**src/rtl/pwm_breathe_env_pkg.sv**
```systemverilog
// Shared types and constants for the breathing-envelope generator.
package pwm_pkg;

   localparam int DUTY_W = 6;

   typedef enum logic [2:0] {
      IDLE,
      RISE,
      HOLD_HI,
      FALL,
      HOLD_LO
   } breathe_state_t;

   // Counter width able to hold 0..n-1, never narrower than one bit.
   function automatic int cnt_width(input int n);
      return (n > 1) ? $clog2(n) : 1;
   endfunction

endpackage

```
**src/rtl/pwm_breathe_env_if.sv**
```systemverilog
// Duty-path bundle between the PWM control side and the envelope generator.
interface pwm_breathe_env_if #(
   parameter int DUTY_W = pwm_pkg::DUTY_W
) ();

   logic [DUTY_W-1:0] ref_in;       // static duty reference / breathing peak
   logic              breathe_en;   // breathing mode select
   logic              period_wrap;  // one-cycle strobe at PWM period rollover
   logic [DUTY_W-1:0] duty_out;     // duty presented to the PWM comparator
   logic              dir_up;
   logic              at_peak;

   modport master (
      output ref_in, breathe_en, period_wrap,
      input  duty_out, dir_up, at_peak
   );

   modport slave (
      input  ref_in, breathe_en, period_wrap,
      output duty_out, dir_up, at_peak
   );

endinterface

```
**src/rtl/pwm_breathe_env_tick_divider.sv**
```systemverilog
// Modulo-N event counter: advances on en, flags its terminal count, clr wins.
module tick_divider
   import pwm_pkg::*;
#(
   parameter int N = 4
) (
   input  logic clk,
   input  logic rst_n,
   input  logic en,
   input  logic clr,
   output logic last      // count sits at N-1; the next advance wraps to 0
);

   localparam int            CW       = cnt_width(N);
   localparam logic [CW-1:0] LAST_VAL = CW'(N - 1);

   logic [CW-1:0] count;

   assign last = (count == LAST_VAL);

   // Count advance/clear; wraps to zero after the terminal value.
   // NOTE: clocked state is written with <= so every register samples pre-edge values.
   always_ff @(posedge clk or negedge rst_n) begin
      if (!rst_n) begin
         count <= '0;
      end else if (clr) begin
         count <= '0;
      end else if (en) begin
         count <= last ? '0 : count + 1'b1;
      end
   end

endmodule

```
**src/rtl/pwm_breathe_env.sv**
```systemverilog
// Breathing envelope: reshapes the static duty reference into a triangle
// (0 -> peak -> 0 with holds) and only ever changes duty at PWM period wraps.
module pwm_breathe_env
   import pwm_pkg::*;
#(
   parameter int DUTY_W       = pwm_pkg::DUTY_W,
   parameter int STEP_PERIODS = 4,
   parameter int HOLD_PERIODS = 16
) (
   input  logic             clk,
   input  logic             rst_n,
   input  logic             ena,
   pwm_breathe_env_if.slave bus
);

   breathe_state_t    state;
   logic [DUTY_W-1:0] duty;
   logic              dir_up_q;
   logic              at_peak_q;

   logic              tick;        // one evaluation slot per PWM period
   logic              breathing;   // tick with breathing still requested
   logic              step_last;
   logic              hold_last;
   logic              step_en, step_clr;
   logic              hold_en, hold_clr;
   logic [DUTY_W:0]   duty_inc;    // one bit wider so the compare never wraps
   logic              rise_top;
   logic [DUTY_W-1:0] fall_next;

   assign tick      = ena & bus.period_wrap;
   assign breathing = tick & bus.breathe_en;
   assign duty_inc  = {1'b0, duty} + 1'b1;
   assign rise_top  = (duty_inc >= {1'b0, bus.ref_in});

   // Next falling duty: clamp to a lowered peak, otherwise step down, floor at 0.
   // NOTE: every signal gets a default first so no path through the block infers a latch.
   always_comb begin
      fall_next = '0;
      if (duty > bus.ref_in) begin
         fall_next = bus.ref_in;
      end else if (duty != '0) begin
         fall_next = duty - 1'b1;
      end
   end

   // Counter control: clear on entry to a timed state, advance while inside it.
   always_comb begin
      step_en  = 1'b0;
      step_clr = 1'b0;
      hold_en  = 1'b0;
      hold_clr = 1'b0;
      if (breathing) begin
         step_en  = (state == RISE) || (state == FALL);
         hold_en  = (state == HOLD_HI) || (state == HOLD_LO);
         step_clr = (state == IDLE) || (hold_en && hold_last);
         hold_clr = step_last && (((state == RISE) && rise_top) ||
                                  ((state == FALL) && (fall_next == '0)));
      end
   end

   tick_divider #(.N(STEP_PERIODS)) u_step (
      .clk  (clk),
      .rst_n(rst_n),
      .en   (step_en),
      .clr  (step_clr),
      .last (step_last)
   );

   tick_divider #(.N(HOLD_PERIODS)) u_hold (
      .clk  (clk),
      .rst_n(rst_n),
      .en   (hold_en),
      .clr  (hold_clr),
      .last (hold_last)
   );

   // Envelope state machine with registered duty, direction and peak flag.
   always_ff @(posedge clk or negedge rst_n) begin
      if (!rst_n) begin
         state     <= IDLE;
         duty      <= '0;
         dir_up_q  <= 1'b1;
         at_peak_q <= 1'b0;
      end else if (tick) begin
         if ((state != IDLE) && !bus.breathe_en) begin
            state     <= IDLE;
            duty      <= bus.ref_in;
            dir_up_q  <= 1'b1;
            at_peak_q <= 1'b0;
         end else begin
            case (state)
               IDLE: begin
                  if (bus.breathe_en) begin
                     state <= RISE;
                     duty  <= '0;
                  end else begin
                     duty  <= bus.ref_in;
                  end
               end
               RISE: begin
                  if (step_last) begin
                     if (rise_top) begin
                        state     <= HOLD_HI;
                        duty      <= bus.ref_in;
                        dir_up_q  <= 1'b0;
                        at_peak_q <= 1'b1;
                     end else begin
                        duty <= duty_inc[DUTY_W-1:0];
                     end
                  end
               end
               HOLD_HI: begin
                  duty <= bus.ref_in;
                  if (hold_last) begin
                     state     <= FALL;
                     at_peak_q <= 1'b0;
                  end
               end
               FALL: begin
                  if (step_last) begin
                     duty <= fall_next;
                     if (fall_next == '0) begin
                        state    <= HOLD_LO;
                        dir_up_q <= 1'b1;
                     end
                  end
               end
               HOLD_LO: begin
                  duty <= '0;
                  if (hold_last) begin
                     state <= RISE;
                  end
               end
               default: begin
                  state     <= IDLE;
                  duty      <= '0;
                  dir_up_q  <= 1'b1;
                  at_peak_q <= 1'b0;
               end
            endcase
         end
      end
   end

   assign bus.duty_out = duty;
   assign bus.dir_up   = dir_up_q;
   assign bus.at_peak  = at_peak_q;

endmodule

```
**src/flat_wrapper.sv**
```systemverilog
// flat-port wrapper written by rule: the top's interface ports become plain ports
module pwm_breathe_env_flat import pwm_pkg::*;
#(
   parameter int DUTY_W       = pwm_pkg::DUTY_W,
   parameter int STEP_PERIODS = 4,
   parameter int HOLD_PERIODS = 16
)
  (clk, rst_n, ena, bus_ref_in, bus_breathe_en, bus_period_wrap, bus_duty_out, bus_dir_up, bus_at_peak);
  pwm_breathe_env_if #(.DUTY_W(DUTY_W)) bus_i ();
  input  logic clk;
  input  logic rst_n;
  input  logic ena;
  input wire logic [$bits(bus_i.ref_in)-1:0] bus_ref_in;
  input wire logic [$bits(bus_i.breathe_en)-1:0] bus_breathe_en;
  input wire logic [$bits(bus_i.period_wrap)-1:0] bus_period_wrap;
  output wire logic [$bits(bus_i.duty_out)-1:0] bus_duty_out;
  output wire logic [$bits(bus_i.dir_up)-1:0] bus_dir_up;
  output wire logic [$bits(bus_i.at_peak)-1:0] bus_at_peak;
  assign bus_i.ref_in = bus_ref_in;
  assign bus_i.breathe_en = bus_breathe_en;
  assign bus_i.period_wrap = bus_period_wrap;
  assign bus_duty_out = bus_i.duty_out;
  assign bus_dir_up = bus_i.dir_up;
  assign bus_at_peak = bus_i.at_peak;
  pwm_breathe_env #(.DUTY_W(DUTY_W), .STEP_PERIODS(STEP_PERIODS), .HOLD_PERIODS(HOLD_PERIODS)) u_core (.clk(clk), .rst_n(rst_n), .ena(ena), .bus(bus_i));
endmodule
```
**config.mk**
```make
export PLATFORM = sky130hd
export DESIGN_NAME = pwm_breathe_env_flat
export DESIGN_NICKNAME = d
export VERILOG_FILES = /design/src/rtl/pwm_breathe_env_pkg.sv /design/src/rtl/pwm_breathe_env_if.sv /design/src/rtl/pwm_breathe_env_tick_divider.sv /design/src/rtl/pwm_breathe_env.sv /design/src/flat_wrapper.sv
export SDC_FILE = /design/constraint.sdc
export NUM_CORES = 1
export LEC_CHECK = 0
export CAP_MARGIN = 5
export CORE_UTILIZATION = 40
export CTS_CLUSTER_SIZE = 40
export DETAILED_ROUTE_END_ITERATION = 10
export HOLD_SLACK_MARGIN = 0.1
export SETUP_SLACK_MARGIN = 0.5
export SLEW_MARGIN = 10
export SYNTH_ARGS = -nofsm -noshare
export SYNTH_HDL_FRONTEND = slang
export SYNTH_SLANG_ARGS = --single-unit
```
**constraint.sdc**
```tcl
create_clock -name clk -period 3.6 [get_ports clk]
set_input_delay 0.72 -clock clk [delete_from_list [all_inputs] [get_ports clk]]
set_output_delay 0.72 -clock clk [all_outputs]
set_load 0.05 [all_outputs]
```
# After elaboration in Yosys (flattened, before gate mapping)
# Cells that the tools add are included.
classes:
  addsub: 4
  order_cmp: 2
  n_eq_ne: 15
  n_mux: 38
  bitwise: 2
  n_reduce_logical: 22
op_table:
  columns: ["op", "count"]
  rows:
  - ["6-bit two-way mux", 7]
  - ["3-bit two-way mux", 8]
  - ["6-bit one-hot mux with 4 select lines", 1]
  - ["3-bit by 2-bit != test with 1-bit output (second input constant)", 5]
  - ["3-bit one-hot mux with 5 select lines", 1]
  - ["1-bit two-way mux", 13]
  - ["4-bit two-way mux", 3]
  - ["8-bit AND reduction", 1]
  - ["6-bit by 1-bit adder with 7-bit output (second input constant)", 1]
  - ["7-bit by 6-bit greater-or-equal comparator with 1-bit output", 1]
  - ["3-bit by 2-bit equality test with 1-bit output (second input constant)", 2]
  - ["6-bit > comparator", 1]
  - ["6-bit logical NOT", 1]
  - ["2-bit two-way mux", 3]
  - ["3-bit != test (second input constant)", 2]
  - ["1-bit one-hot mux with 3 select lines", 2]
  - ["6-bit AND reduction", 1]
  - ["6-bit nonzero test", 1]
  - ["3-bit OR reduction", 2]
  - ["6-bit by 1-bit subtractor with 6-bit output (second input constant)", 1]
  - ["1-bit logical AND", 5]
  - ["5-bit AND reduction", 1]
  - ["4-bit by 1-bit adder with 4-bit output (second input constant)", 1]
  - ["4-bit equality test (second input constant)", 1]
  - ["12 further kinds", 18]
word_totals:
  regBits: 17
  in_bits: 11
  out_inout_bits: 8
  word_cells: 89

# Logic depth before layout (Yosys ltp)
logic_depth:
  ltp_word: 9
  ltp_mapped: 11
  mapped_depth_nobuf: 10

# Cells and area by module
# A second synthesis with hierarchy kept.
hier_totals:
  hier_cells: 221
  area_unflattened_um2: 1788.0
by_module_without_submodules:
  columns: ["mod", "instances", "cells_each", "area_each_um2", "seq_area_each_um2"]
  rows:
  - ["pwm_breathe_env", 1, 193, 1481.4, 276.5]
  - ["tick_divider (u_core.u_hold)", 1, 20, 206.4, 100.1]
  - ["tick_divider (u_core.u_step)", 1, 8, 100.1, 50.0]

# Least setup slack after synthesis
# Ideal clock, no wire load.
synth_path:
  path_kind: "register to register"
  from: "register u_core.duty[0] (netlist: u_core.bus.duty_out[0])"
  to: "register u_core.duty[2] (netlist: u_core.bus.duty_out[2])"
  setup_time_ns: 0.126
  t_arrival_ns: 2.910
  slack_ns: 0.564
  stages_incl_launch_ff: 11
  synth_period_minus_slack_ns: 3.036
  cell_sequence: "dfrtp_1 > clkbuf_1 > inv_1 > ha_1 > ha_1 > a211o_1 > a31o_1 > a21oi_4 > o311a_2 > o22ai_2 > a221o_1"
synth_via:
  elab_chain_cells: 6
  word_cells_on_any_way: 12
  cone_classes: "2 x add/sub; 2 x order compare; 7 x mux; 1 x reduce/logical"
synth_rtl:
  columns: ["item", "line", "rtl"]
  rows:
  - ["start: declaration", "pwm_breathe_env.sv:17", "logic [DUTY_W-1:0] duty;"]
  - ["start signal: assignment", "pwm_breathe_env.sv:88", "duty <= bus.ref_in;"]
  - ["start signal: assignment", "pwm_breathe_env.sv:98", "duty <= bus.ref_in;"]
  - ["start signal: assignment", "pwm_breathe_env.sv:105", "duty <= bus.ref_in;"]
  - ["6-bit by 1-bit adder with 7-bit output, or another cell as far along", "pwm_breathe_env.sv:33", "assign duty_inc = {1'b0, duty} + 1'b1;"]
  - ["7-bit by 6-bit greater-or-equal comparator with 1-bit output or 6-bit two-way mux (tied branches)", "pwm_breathe_env.sv:34, pwm_breathe_env.sv:42", null]
  - ["6-bit two-way mux (on tied branches)", "pwm_breathe_env.sv:103, pwm_breathe_env.sv:40", null]
  - ["6-bit two-way mux (on tied branches)", "pwm_breathe_env.sv:102, pwm_breathe_env.sv:121", null]
  - ["6-bit one-hot mux with 4 select lines (*)", "pwm_breathe_env.sv:92", "case (state)"]
  - ["6-bit two-way mux (*)", "pwm_breathe_env.sv:86", "if ((state != IDLE) && !bus.breathe_en) begin"]
# Mark *: on every way between the ends. The rest lies on a longest branch, timed or not. The select of a mux whose other input is x is not followed.
# A chain may end at the register's enable or synchronous reset.

# Final worst setup path
layout_path:
  from: "input bus_ref_in[5]"
  to: "register u_core.state[0]"
layout_via:
  elab_chain_cells: 5
  word_cells_on_any_way: 7
  cone_classes: "2 x order compare; 2 x eq/ne; 1 x mux; 2 x reduce/logical"
layout_rtl:
  columns: ["item", "line", "rtl"]
  rows:
  - ["start: declaration", "flat_wrapper.sv:13", "input wire logic [$bits(bus_i.ref_in)-1:0] bus_ref_in;"]
  - ["6-bit > comparator", "pwm_breathe_env.sv:40", "if (duty > bus.ref_in) begin"]
  - ["6-bit two-way mux", "pwm_breathe_env.sv:40", null]
  - ["6-bit logical NOT", "pwm_breathe_env.sv:123", "if (fall_next == '0) begin"]
  - ["3-bit != test (no source line)", null, null]
  - ["8-bit AND reduction (no source line) (*)", null, null]
  - ["end signal: assignment", "pwm_breathe_env.sv:124", "state <= HOLD_LO;"]
  - ["end signal: assignment", "pwm_breathe_env.sv:132", "state <= RISE;"]
  - ["end signal: assignment", "pwm_breathe_env.sv:136", "state <= IDLE;"]
  - ["end: declaration", "pwm_breathe_env.sv:16", "breathe_state_t state;"]
# Mark *: on every way between the ends. The rest lies on a longest branch, timed or not.

==> run metrics <==
Final Instance Count excl. Fillers 269; sw power 822 µW; most frequent cells in the layout nand3_1, clkdlybuf4s50_1, nand2_1, ha_1, dfrtp_1; Crit. End Element flip-flop; Setup Buffers After CTS 0; row count 23; syn_area_per_cell 8.37 µm²; status completed; synth warn 0; Slew Viols, Final 0; main combinational cell family by area after synthesis simple AND/OR/NAND/NOR gates; Worst R2R Setup Slack 0.74 ns; starting density of the core 0.423; endpoints failing hold 0; Logic pwr share 0.629; hold path start u_core.bus.dir_up; final wirelength 4410 µm; async set-reset flop share out of synthesis 1.00; Worst-Skew Late Latency 0.26 ns; Final setup viols 0; RD Place Congestion 0.844; Synth Area in Simple Gates 0.249; Die H 67.5 µm; Unique masters post-synth 55; Area growth syn-to-layout 14.7%; initial DRC count 205; vias in the first global route 1,426; Mapped Nets 233; initial antenna violation count 0; Max Cap Violations 0; CTS max path bufs 2; fin crit period 2.95 ns; total global routing overflow 0; I/O pins 19; Via-to-Cell Ratio 5.81; Reg-to-Reg End u_core.bus.duty_out[2]; # DRC 0; number of synthesized flops with an enable pin 0; Synth Area in Compound Gates 0.233; placed insts 265; All-Layer GR Usage 0.211; sequential-to-total area share from yosys stat 0.249; slew margin rel. 0.459; Pwr Total 1.59 mW; Worst R2R Path Depth 9; ant diodes 0; DR WL/cell 16.4 µm; Synth Area in Adders 0.130; worst-path maximum fanout 10; Layout Utilization 0.485; clock transition at the registers of the reported paths 0.07 ns; hold buffers post-CTS 0; Cell Int Power 765 µW; Tcrit/Tclk final 0.819; Leak 0.825 nW; Post-Syn Instances 205; dpl ws 0.372 ns; Final #Nets 248; Main synth FF type dfrtp_1; placed wire-length estimate 3310 µm; maximum clock frequency 339 MHz; flops & latches, synth 17; Least-Margin Pin Slew 0.808 ns; CP Data Arrival Time 3.10 ns; Resized Gates After CTS 0; reg2reg start u_core.bus.duty_out[0]; worst hold path depth 2; Startpoint Class input port; filler cell count 391; Core ar. 4060 µm²; CP required 3.75 ns; Max IR drop VDD 0.328 mV; largest net degree at the start of global routing 18; clock buffer count from CTS 3; IO buf count 18; Hold Path Class flip-flop to flip-flop; Post-Syn Area 1720 µm²; post-synthesis mux area share 0.0350; CTS tree yes; CTS Sinks 17; fin worst setup slack 0.650 ns; DRT antenna net count 0; Layout Skew 0.00292 ns; Pwr Density 806 nW/µm²; H-tree depth 1; Clk Tree Root Cell clkbuf_8; Reg power frac 0.276; sw frac 0.518; drt pass-1 iters 4; clock power share 0.095; Die Wd 67.5 µm; layout cells sized above 1 0.0868; post-route setup TNS 0 ns; Die ar. 4560 µm²; Hold Path Sink u_core.bus.dir_up; commonest non-fill, non-tap cell in the layout nand3_1; global-route wire length before repair 7150 µm; vias 1,563; Crit Path Class input port to flip-flop; setup repair after global routing missed its margin false; XOR/XNOR Fraction of Synth Area 0.0459
-- logic make-up (layout without fill, tap and decap cells) --
logic type                 Yosys count  after routing
and+or+nand+nor                     79             79
adders and majority gates           18             18
xor gates and xnor gates             9              9
muxes                                6              6
buffers and inverters               23             37
DFF                                 17             17
AOI/OAI and AO/OA                   53             53
-- stage by stage --
| step | hold slack [ns] | cell area (µm²) |
|---|---|---|
| 6_report | 0.480 | 1970 |
| 5_1_grt | 0.504 | 1970 |
| 4_1_cts | 0.484 | 1970 |
| 3_5_place_dp | 0.473 | 1920 |
| 3_3_place_gp | 0.474 | 1920 |
| 2_1_floorplan | 0.424 | 1720 |
-- power groups by stage --
| stage | Sequential, mW | Clock [mW] | Combinational (mW) |
|---|---|---|---|
| final | 0.438 | 0.150 | 0.998 |
| after global routing | 0.455 | 0.165 | 1.10 |
| after CTS | 0.434 | 0.152 | 1.00 |
| after detailed placement | 0.438 | 0 | 0.993 |
| after global placement | 0.433 | 0 | 0.985 |
| after floorplan | 0.484 | 0 | 0.678 |
-- metal layers --
metal,track usage,up-vias,routed length [µm]
li1,-,787,-
met1,0.311,734,2180
met2,0.327,40,1970
met3,0.0422,2,239
met4,0.0160,0,14
met5,0,-,0
-- worst max-delay path by stage --
stage,from,end,depth (start not counted)
after floorplan,u_core.bus.duty_out[0],u_core.bus.duty_out[2],10
after global placement,bus_ref_in[3],u_core.state[0],9
after detailed placement,bus_ref_in[5],u_core.state[0],9
after CTS,bus_ref_in[5],u_core.state[0],9
after global routing,bus_ref_in[5],u_core.u_hold.count[1],9
final,bus_ref_in[5],u_core.state[0],9
-- worst max-delay path, cell delays in order --
cell and delay (ns):
clkdlybuf4s50_1 0.49, inv_1 0.08, ha_1 0.30, and4_4 0.20, and3_4 0.18, a31oi_4 0.28
mux2i_1 0.44, a21oi_1 0.13, a211o_1 0.27
-- cell type report --
type,instances,area [µm²],area share
Multi-Input combinational cell,165,1190,0.604
Timing Repair Buffer,20,195,0.0992
Sequential cell,17,427,0.217
Tap cell,50,62.6,0.0318
Clock buffer,3,41.3,0.0210
Inverter,13,48.8,0.0248
Clock inverter,1,5.00,0.00254
-- synth_stat cells, drive strengths merged, types with 2 or more instances --
cell     n  share of area
a211o    3          0.015
nand2   17          0.037
buf      5          0.020
o211ai   2         0.0087
or3     10          0.042
nand3   19          0.055
a32oi    2          0.010
ha      17           0.12
a221o    5          0.029
and2     2         0.0073
clkbuf   5          0.011
xnor2    7          0.036
mux2i    6          0.035
xor2     2          0.010
and3     2          0.010
a21oi   16          0.053
nor3     4          0.015
inv     13          0.028
a31oi    3          0.020
nand2b   2         0.0073
o21ai   10          0.031
dfrtp   16           0.23
nor2    15          0.036
-- flip-flops by register name, indices dropped and copies added, names as in the netlist --
name / cells
u_core.bus.at_peak: 1
u_core.bus.dir_up: 1
u_core.bus.duty_out: 6
u_core.state: 3
u_core.u_hold.count: 4
u_core.u_step.count: 2
No activity file was read; power rests on OpenSTA's default activity.
